## src/rtl/trace_pkg.sv

```systemverilog
// -----------------------------------------------------------------------------
// trace_pkg
//   Shared definitions for the trace capture front end.
//   Contents:
//     tf_state_e      capture FSM encoding (IDLE / ARMED / CAPTURE)
//     TfEofBits       width of the end-of-frame flag stored with each sample
//     tf_entry_bits() buffer entry width for a given sample width ({eof, data})
// -----------------------------------------------------------------------------
package trace_pkg;

   typedef enum logic [1:0] {
      TF_IDLE    = 2'd0,
      TF_ARMED   = 2'd1,
      TF_CAPTURE = 2'd2
   } tf_state_e;

   localparam int unsigned TfEofBits = 1;

   // Each buffered entry carries the sample plus its eof flag in the MSB.
   function automatic int unsigned tf_entry_bits(input int unsigned data_bits);
      return data_bits + TfEofBits;
   endfunction

endpackage : trace_pkg

```

## src/rtl/sync_fifo.sv

```systemverilog
// -----------------------------------------------------------------------------
// sync_fifo
//   Single-clock FIFO with first-word fall-through output. The head entry is
//   presented combinationally while the FIFO is non-empty, so a write becomes
//   visible on the output one cycle after it is accepted.
// Parameters:
//   Width  entry width in bits
//   Depth  number of entries (power of 2, >= 4)
// Ports:
//   clk_i      clock
//   rst_i      synchronous reset, active-low; empties the FIFO
//   wr_en_i    write request, ignored while full
//   wr_data_i  write data
//   rd_en_i    read request (pop head), ignored while empty
//   rd_data_o  head entry; all zeros while empty
//   full_o     no free entry
//   empty_o    no valid entry
// -----------------------------------------------------------------------------
module sync_fifo #(
   parameter int Width = 9,
   parameter int Depth = 64
) (
   input  logic             clk_i,
   input  logic             rst_i,
   input  logic             wr_en_i,
   input  logic [Width-1:0] wr_data_i,
   input  logic             rd_en_i,
   output logic [Width-1:0] rd_data_o,
   output logic             full_o,
   output logic             empty_o
);

   localparam int AddrBits = $clog2(Depth);

   logic [Width-1:0]  mem_q [Depth];
   // One extra pointer bit distinguishes full from empty when addresses match.
   logic [AddrBits:0] wr_ptr_q, wr_ptr_d;
   logic [AddrBits:0] rd_ptr_q, rd_ptr_d;
   logic              do_wr;
   logic              do_rd;

   assign empty_o = (wr_ptr_q == rd_ptr_q);
   assign full_o  = (wr_ptr_q[AddrBits] != rd_ptr_q[AddrBits]) &&
                    (wr_ptr_q[AddrBits-1:0] == rd_ptr_q[AddrBits-1:0]);

   assign do_wr = wr_en_i && !full_o;
   assign do_rd = rd_en_i && !empty_o;

   always_comb begin
      wr_ptr_d = wr_ptr_q;
      rd_ptr_d = rd_ptr_q;
      if (do_wr) wr_ptr_d = wr_ptr_q + 1'b1;
      if (do_rd) rd_ptr_d = rd_ptr_q + 1'b1;
   end

   always_ff @(posedge clk_i) begin
      if (!rst_i) begin
         wr_ptr_q <= '0;
         rd_ptr_q <= '0;
      end else begin
         wr_ptr_q <= wr_ptr_d;
         rd_ptr_q <= rd_ptr_d;
      end
   end

   // Storage is not reset; the output is masked while empty instead.
   always_ff @(posedge clk_i) begin
      if (do_wr) mem_q[wr_ptr_q[AddrBits-1:0]] <= wr_data_i;
   end

   assign rd_data_o = empty_o ? '0 : mem_q[rd_ptr_q[AddrBits-1:0]];

endmodule : sync_fifo

```

## src/rtl/trace_framer.sv

```systemverilog
// -----------------------------------------------------------------------------
// trace_framer
//   Capture stage in front of the stream-to-memory DMA writer. Waits for an
//   armed trigger on a free-running sample stream, captures exactly one frame
//   of cfg_frame_len samples into a buffer and streams it out (valid/ready)
//   with eof on the last sample. The sample input cannot be stalled: frame
//   samples arriving while the buffer is full are dropped and counted, and do
//   not count toward the frame length.
// Configuration macro:
//   TRACE_FRAMER_AUTOREARM_EN  defined: after the eof write the FSM re-arms
//                              with the latched length (status not cleared);
//                              undefined: after the eof write it returns to IDLE.
// Handshake (dout_*): a beat transfers on a rising edge where dout_valid and
//   dout_ready are both 1; while dout_valid=1 and dout_ready=0, dout_data and
//   dout_eof hold steady; dout_valid never depends on dout_ready.
// Ports:
//   clk, rst              clock, synchronous active-low reset
//   smp_valid, smp_data   sample strobe and value (no back-pressure)
//   trig                  trigger, qualified by smp_valid
//   cfg_arm               pulse: arm for one frame (ignored unless IDLE)
//   cfg_frame_len         samples per frame, latched on an accepted arm
//   dout_valid/ready/data/eof  output stream to the DMA
//   sts_busy              FSM not IDLE
//   sts_done              pulse after the eof sample is written to the buffer
//   sts_overflow          sticky: a sample was dropped since last accepted arm
//   sts_drop_cnt          dropped samples since last accepted arm, saturating
//   dbg_state             current FSM state (tf_state_e encoding)
// -----------------------------------------------------------------------------
module trace_framer
   import trace_pkg::*;
#(
   parameter int StrmDataBits = 8,
   parameter int LengthBits   = 16,
   parameter int FifoDepth    = 64
) (
   input  logic                    clk,
   input  logic                    rst,
   input  logic                    smp_valid,
   input  logic [StrmDataBits-1:0] smp_data,
   input  logic                    trig,
   input  logic                    cfg_arm,
   input  logic [LengthBits-1:0]   cfg_frame_len,
   output logic                    dout_valid,
   input  logic                    dout_ready,
   output logic [StrmDataBits-1:0] dout_data,
   output logic                    dout_eof,
   output logic                    sts_busy,
   output logic                    sts_done,
   output logic                    sts_overflow,
   output logic [LengthBits-1:0]   sts_drop_cnt,
   output logic [1:0]              dbg_state
);

   localparam int EntryBits = int'(tf_entry_bits(StrmDataBits));

   tf_state_e             state_q, state_d;
   logic [LengthBits-1:0] len_q, len_d;
   logic [LengthBits-1:0] rem_q, rem_d;
   logic                  ovf_q, ovf_d;
   logic [LengthBits-1:0] drop_q, drop_d;
   logic                  done_q, done_d;

   logic                  take;      // current sample belongs to the frame
   logic                  is_last;   // a write now would complete the frame
   logic                  wr_en;
   logic                  fifo_full;
   logic                  fifo_empty;
   logic [EntryBits-1:0]  fifo_rd_data;

   assign is_last = (rem_q == LengthBits'(1));

   always_comb begin
      state_d = state_q;
      len_d   = len_q;
      rem_d   = rem_q;
      ovf_d   = ovf_q;
      drop_d  = drop_q;
      done_d  = 1'b0;
      take    = 1'b0;
      wr_en   = 1'b0;

      unique case (state_q)
         TF_IDLE: begin
            // A trigger in the arming cycle is not seen: IDLE never takes samples.
            if (cfg_arm && (cfg_frame_len != '0)) begin
               state_d = TF_ARMED;
               len_d   = cfg_frame_len;
               rem_d   = cfg_frame_len;
               ovf_d   = 1'b0;
               drop_d  = '0;
            end
         end
         TF_ARMED: begin
            if (smp_valid && trig) begin
               state_d = TF_CAPTURE;
               take    = 1'b1;
            end
         end
         TF_CAPTURE: begin
            take = smp_valid;
         end
         default: state_d = TF_IDLE;
      endcase

      if (take) begin
         if (fifo_full) begin
            // Dropped: the frame still needs the same number of samples.
            ovf_d = 1'b1;
            if (drop_q != '1) drop_d = drop_q + LengthBits'(1);
         end else begin
            wr_en = 1'b1;
            rem_d = rem_q - LengthBits'(1);
            if (is_last) begin
               done_d = 1'b1;
               rem_d  = len_q;
`ifdef TRACE_FRAMER_AUTOREARM_EN
               state_d = TF_ARMED;
`else
               state_d = TF_IDLE;
`endif
            end
         end
      end
   end

   always_ff @(posedge clk) begin
      if (!rst) begin
         state_q <= TF_IDLE;
         len_q   <= '0;
         rem_q   <= '0;
         ovf_q   <= 1'b0;
         drop_q  <= '0;
         done_q  <= 1'b0;
      end else begin
         state_q <= state_d;
         len_q   <= len_d;
         rem_q   <= rem_d;
         ovf_q   <= ovf_d;
         drop_q  <= drop_d;
         done_q  <= done_d;
      end
   end

   sync_fifo #(
      .Width (EntryBits),
      .Depth (FifoDepth)
   ) u_fifo (
      .clk_i     (clk),
      .rst_i     (rst),
      .wr_en_i   (wr_en),
      .wr_data_i ({is_last, smp_data}),
      .rd_en_i   (dout_ready),
      .rd_data_o (fifo_rd_data),
      .full_o    (fifo_full),
      .empty_o   (fifo_empty)
   );

   assign dout_valid   = !fifo_empty;
   assign dout_eof     = fifo_rd_data[EntryBits-1];
   assign dout_data    = fifo_rd_data[StrmDataBits-1:0];
   assign sts_busy     = (state_q != TF_IDLE);
   assign sts_done     = done_q;
   assign sts_overflow = ovf_q;
   assign sts_drop_cnt = drop_q;
   assign dbg_state    = state_q;

endmodule : trace_framer

```

## config.mk

```make
export PLATFORM = sky130hd
export DESIGN_NAME = trace_framer
export DESIGN_NICKNAME = d
export VERILOG_FILES = /design/src/rtl/trace_pkg.sv /design/src/rtl/sync_fifo.sv /design/src/rtl/trace_framer.sv
export SDC_FILE = /design/constraint.sdc
export NUM_CORES = 1
export LEC_CHECK = 0
export CORE_AREA = 2 2 237 286
export CTS_CLUSTER_DIAMETER = 150
export DETAILED_ROUTE_END_ITERATION = 8
export DIE_AREA = 0 0 239 288
export PLACE_DENSITY_LB_ADDON = 0.05
export SLEW_MARGIN = 20
export SYNTH_ARGS = -nofsm -noshare
export SYNTH_HDL_FRONTEND = slang
export SYNTH_SLANG_ARGS = --single-unit
```

## constraint.sdc

```tcl
create_clock -name clk -period 3.7 [get_ports clk]
set_clock_uncertainty 0.2 [all_clocks]
set_input_delay 0.37 -clock clk [delete_from_list [all_inputs] [get_ports clk]]
set_output_delay 0.37 -clock clk [all_outputs]
set_load 0.005 [all_outputs]
```

# Yosys cells after proc, flatten, opt, wreduce, memory -nomap -nowiden
# Memory sizes are Yosys's and may differ from the RTL's. A register that Yosys moved wholly into a read port is not among the register bits.
# Index checks and enable logic that the tools add are counted.
# word_totals
reg_bits,66
ram_bits,576
input_bits,30
wordCells,64
n_memories,1
# op_classes
n_addsub,4
eq_ne,7
n_mux,30
bitwise,2
reduce_logical,12
# mem_list
name,words,word_bits,rd,rd_ports_with_merged_regs,wr,line,source
u_fifo.mem_q,64,9,1,1,1,sync_fifo.sv:35,logic [Width-1:0] mem_q [Depth];
# op_table
operator,n
$mux 16,10
$add 16x1->16 const B,1
$eq 16x1->1 const B,1
$ne 16x16->1 const B,1
$reduce_bool 16->1,1
$sub 16x1->16 const B,1
$add 7x1->7 const B,2
$mux 6,2
$mux 1,10
$mux 2,5
$mux 9,1
$eq 7x7->1,1
$eq 6x6->1,1
$pmux 2 s3,1
$logic_and 1x1->1,5
$reduce_or 3->1,1
$eq 2x1->1 const B,1
$eq 2x2->1 const B,1
$logic_not 1->1,2
$logic_not 2->1,1
$not 1->1,2
$pmux 1 s2,1
$reduce_and 2->1,1
$reduce_bool 2->1,1
$ne 1x1->1,1

# Depth between registers and ports, before layout
# logic_depth
depth_word,7
ltp_mapped,9
mapped_depth_nobuf,7

# By module
# From an unflattened synthesis, not the netlist that was laid out.
# hier_totals
hier_cells,1473
area_unflattened_um2,26273.9
# modules_own_cells
mod,instances,cells_each,area_per_inst_um2,seq_area_each_um2
sync_fifo,1,1114,23397.4,17697.0
trace_framer,1,359,2876.5,1041.0

# Worst setup path before layout
# Ideal clock, no wire load.
# synth_path
kind,register to register
startpoint,reg state_q[0] (netlist: dbg_state[0])
endpoint,"mem u_fifo.mem_q[59][0], enable pin"
setup_ns,0.399
arrival_ns,2.321
required_ns,3.101
slack_ns,0.780
stages_incl_launch_ff,8
path_cell_list,dfxtp_1 inv_1 ha_1 nand2_1 nor2_1 o21ai_2 clkbuf_1 nor4_1
# synth_via
elab_chain_cells,6
word_cells_on_any_way,7
# synth_lines
element,line,source
from (decl),trace_framer.sv:56,"tf_state_e state_q, state_d;"
from (signal assigned),trace_framer.sv:135,state_q <= state_d;
$eq 2x2->1 / $eq 2x1->1 (equally long branches),trace_framer.sv:82,unique case (state_q)
$pmux 1 s2 *,trace_framer.sv:82,
$mux 1 *,trace_framer.sv:105,if (take) begin
$logic_and 1x1->1 *,sync_fifo.sv:46,assign do_wr = wr_en_i && !full_o;
$mux 1 *,sync_fifo.sv:68,if (do_wr) mem_q[wr_ptr_q[AddrBits-1:0]] <= wr_data_i;
$mux 1 (not written as such) *,sync_fifo.sv:68,
to (decl),sync_fifo.sv:35,
# Mark *: on every way between the ends. The rest lies on a longest branch, timed or not.

==> results.py <==
metrics = {
    "timing": {
        "timing.setup.tns_ps": 0,
        "relSlewSlack_pct": 29.2,
        "post-route-period-util_pct": 98.0,
        "setup_slack_ps": 75.3,
        "worstMarginPinSlew_ps": 1060,
        "final_hold_viol_count": 0,
        "rsz0062_at_grt": "false",
        "min_period_ps": 3620,
        "fmax_mhz": 276,
        "finalSetupViolations": 0,
        "drv_slew": 0,
    },
    "global_routing": {
        "grt-ovfl-total": 0,
        "antenna_found_initial": 0,
        "grt_use_total_pct": 21.1,
        "first_global_vias": 14800,
        "grt_max_degree": 65,
        "grt_pass1_wl_um": 103000,
    },
    "routing": {
        "antenna_left": 0,
        "vias": 14200,
        "wl_per_cell_um": 27.9,
        "drtPass1Iterations": 5,
        "drt_wl_total_um": 70900,
        "dr.first_iter.drc_count": 1057,
        "drcViolationCount": 0,
        "avgViaCountPerCell": 5.57,
    },
    "finish": {
        "fin_area_mm2": 0.0311,
        "diodes": 0,
        "nFillCells": 5781,
        "finalNonFillerCells": 2544,
        "final-seq-area_mm2": 0.0188,
        "syn_to_final_growth_pct": 18.7,
        "final_cell_mix": "edfxtp_1, mux4_2, buf_4",
        "num-nets-final": 1690,
        "mostFrequentLayoutCell": "edfxtp_1",
        "multi_input_area_mm2": 0.00711,
        "drive_gt1_share_pct": 25.9,
    },
    "place": {
        "hpwl_um": 44900,
        "place_area_mm2": 0.0283,
        "post-place-ws_ps": 164,
        "place.gp.congestion": 0.783,
        "dp.cells": 2398,
        "port_buffers": 60,
    },
    "worst_setup_path": {
        "critPathArrivalTime_ps": 3050,
        "crit_required_ps": 3130,
        "criticalPathCategory": "reg2out",
        "cp-start-kind": "register",
        "crit_fanout": 10,
        "cp-end-kind": "output port",
    },
    "power": {
        "power.density_mw_per_mm2": 496,
        "power_w": 0.0154,
        "p_leak_nw": 9.88,
        "peakVddDrop_mv": 0.339,
    },
    "hold_path": {
        "min_path_type": "in2reg",
    },
    "yosys": {
        "async_reset_ff_share_pct": 0,
        "synthFlopType": "edfxtp_1",
        "ys_seq_area_share_pct": 71.6,
        "syn_area_mm2": 0.0262,
        "ys_types": 66,
        "yosys_warnings": 0,
        "synth_edf_count": 576,
        "synth_area_per_cell_um2": 17.7,
        "synthCells": 1482,
        "ys_ff_latch": 648,
        "syn-num-nets": 1521,
    },
    "clock_network": {
        "htree_num_levels": 3,
        "cts_tree": "yes",
        "root_buffer": "clkbuf_16",
        "path_clk_slew_ps": 60,
        "cts_buffers": 69,
        "clockBufferDepth": 3,
        "clk_latency_ps": 600,
        "numClockSinks": 648,
    },
    "floorplan": {
        "core_region_area_mm2": 0.0664,
        "die_w_um": 239,
        "die-area_mm2": 0.0688,
        "row_count": 104,
        "start_util_pct": 39.4,
        "die_h_um": 288,
        "pin_count": 61,
    },
    "job": {
        "drv_cap": 0,
    },
    "run_status": {
        "status": "finished, final reports clean",
    },
}
-- sequential cells by signal, summed over array words and instances, names as in the netlist, named ones only --
name	cells
sts_overflow	1
len_q	16
u_fifo.wr_ptr_q	7
u_fifo.rd_ptr_q	7
dbg_state	2
rem_q	16
sts_drop_cnt	16
u_fifo.mem_q	576
sts_done	1
-- synthesized netlist by cell type, types with 4 or more instances --
library cell / count / area, um2
edfxtp_1: 576 / 17300
mux4_2: 144 / 3240
nor2_1: 80 / 300
dfxtp_1: 72 / 1440
nand2_1: 66 / 248
mux2i_1: 48 / 480
clkbuf_1: 42 / 158
o21ai_0: 38 / 190
a21oi_1: 37 / 185
buf_2: 30 / 150
inv_1: 27 / 101
nand3_1: 27 / 135
o22ai_1: 24 / 150
xnor2_1: 20 / 175
a211oi_1: 16 / 120
nor4_1: 16 / 100
buf_4: 13 / 97.6
nand4_1: 13 / 81.3
nor3_1: 12 / 60.1
o2111ai_1: 11 / 96.3
o221ai_1: 10 / 87.6
a211o_1: 9 / 78.8
a21o_1: 9 / 67.6
ha_1: 9 / 113
o211ai_1: 9 / 67.6
and3_1: 8 / 50.1
o21a_1: 8 / 60.1
nand2b_1: 7 / 43.8
o21ai_1: 7 / 35.0
or3_1: 7 / 43.8
and2_1: 6 / 37.5
nand3b_1: 6 / 45.0
a21boi_0: 5 / 37.5
buf_1: 5 / 18.8
o32ai_1: 5 / 43.8
a31oi_1: 4 / 25.0
mux2_2: 4 / 45.0
o211a_1: 4 / 40.0
o31ai_1: 4 / 30.0
or2_2: 4 / 25.0
xor2_1: 4 / 35.0
-- cell type report --
| cell class | instances | share of cell area (%) |
|---|---|---|
| Multi-Input combinational cell | 715 | 22.9 |
| Clock buffer | 89 | 6.18 |
| Clock inverter | 27 | 0.761 |
| Timing Repair Buffer | 190 | 6.12 |
| Sequential cell | 648 | 60.3 |
| Tap cell | 848 | 3.41 |
| Inverter | 27 | 0.326 |
-- final timing paths --
path                                    from                   to  slack (ps)  cells after the start
worst max-delay path                register         dout_data[0]          80                      9
worst min-delay path             smp_data[3]  u_fifo.mem_q[22][3]         130                      1
worst max register to register  dbg_state[0]  u_fifo.mem_q[45][5]         450                      7
worst min register to register      len_q[9]             len_q[9]         250                      2
-- logic make-up after synthesis --
| kind of cell | synth area share (%) |
|---|---|
| flip-flops | 71.6 |
| AND/OR/NAND/NOR | 5.35 |
| AO/OA/AOI/OAI | 5.35 |
| multiplexers | 14.4 |
| buffers and inverters | 2.09 |
| XOR/XNOR | 0.803 |
| adder cells (fa/ha/maj) | 0.430 |
-- per-layer routing --
| metal | routed length, um | vias to the layer above | global-route usage (%) |
|---|---|---|---|
| met5 | 0 | - | 0 |
| met2 | 36600 | 354 | 36.5 |
| met3 | 2990 | 95 | 2.91 |
| li1 | - | 6325 | - |
| met4 | 1970 | 0 | 6.92 |
| met1 | 29400 | 7391 | 27.4 |
-- worst max-delay path, stage by stage, from the launching register on --
cell and delay (ps):
dfxtp_4 470, buf_12 180, buf_4 120, mux4_2 480, mux2i_1 150, buf_4 150, nand2_1 80, nand4_1 200
o21ai_2 140, clkdlybuf4s50_1 470
-- through the flow --
stage | hold WS [ps] | util (%)
2_1_floorplan | 233 | -
3_3_place_gp | 241 | 42.7
3_5_place_dp | 246 | 42.7
4_1_cts | 104 | 46.6
5_1_grt | 137 | 46.8
6_report | 131 | 46.8
-- report_power, final --
part           switching [W]  leakage (nW)  internal [W]
logic               0.000423          2.95      0.000269
clock network        0.00277          1.06       0.00392
registers          0.0000404          5.87       0.00799
total                0.00324          9.88        0.0122
-- what timing repair did --
item,CTS,global route
endpoints found under the hold margin,0,7
endpoints found under the setup margin,9,4
pin swaps,6,4
buffers inserted,13,11
hold buffers,0,1
gates resized for setup,56,10
gates cloned,4,0
Power figures use the tool's default switching activity.
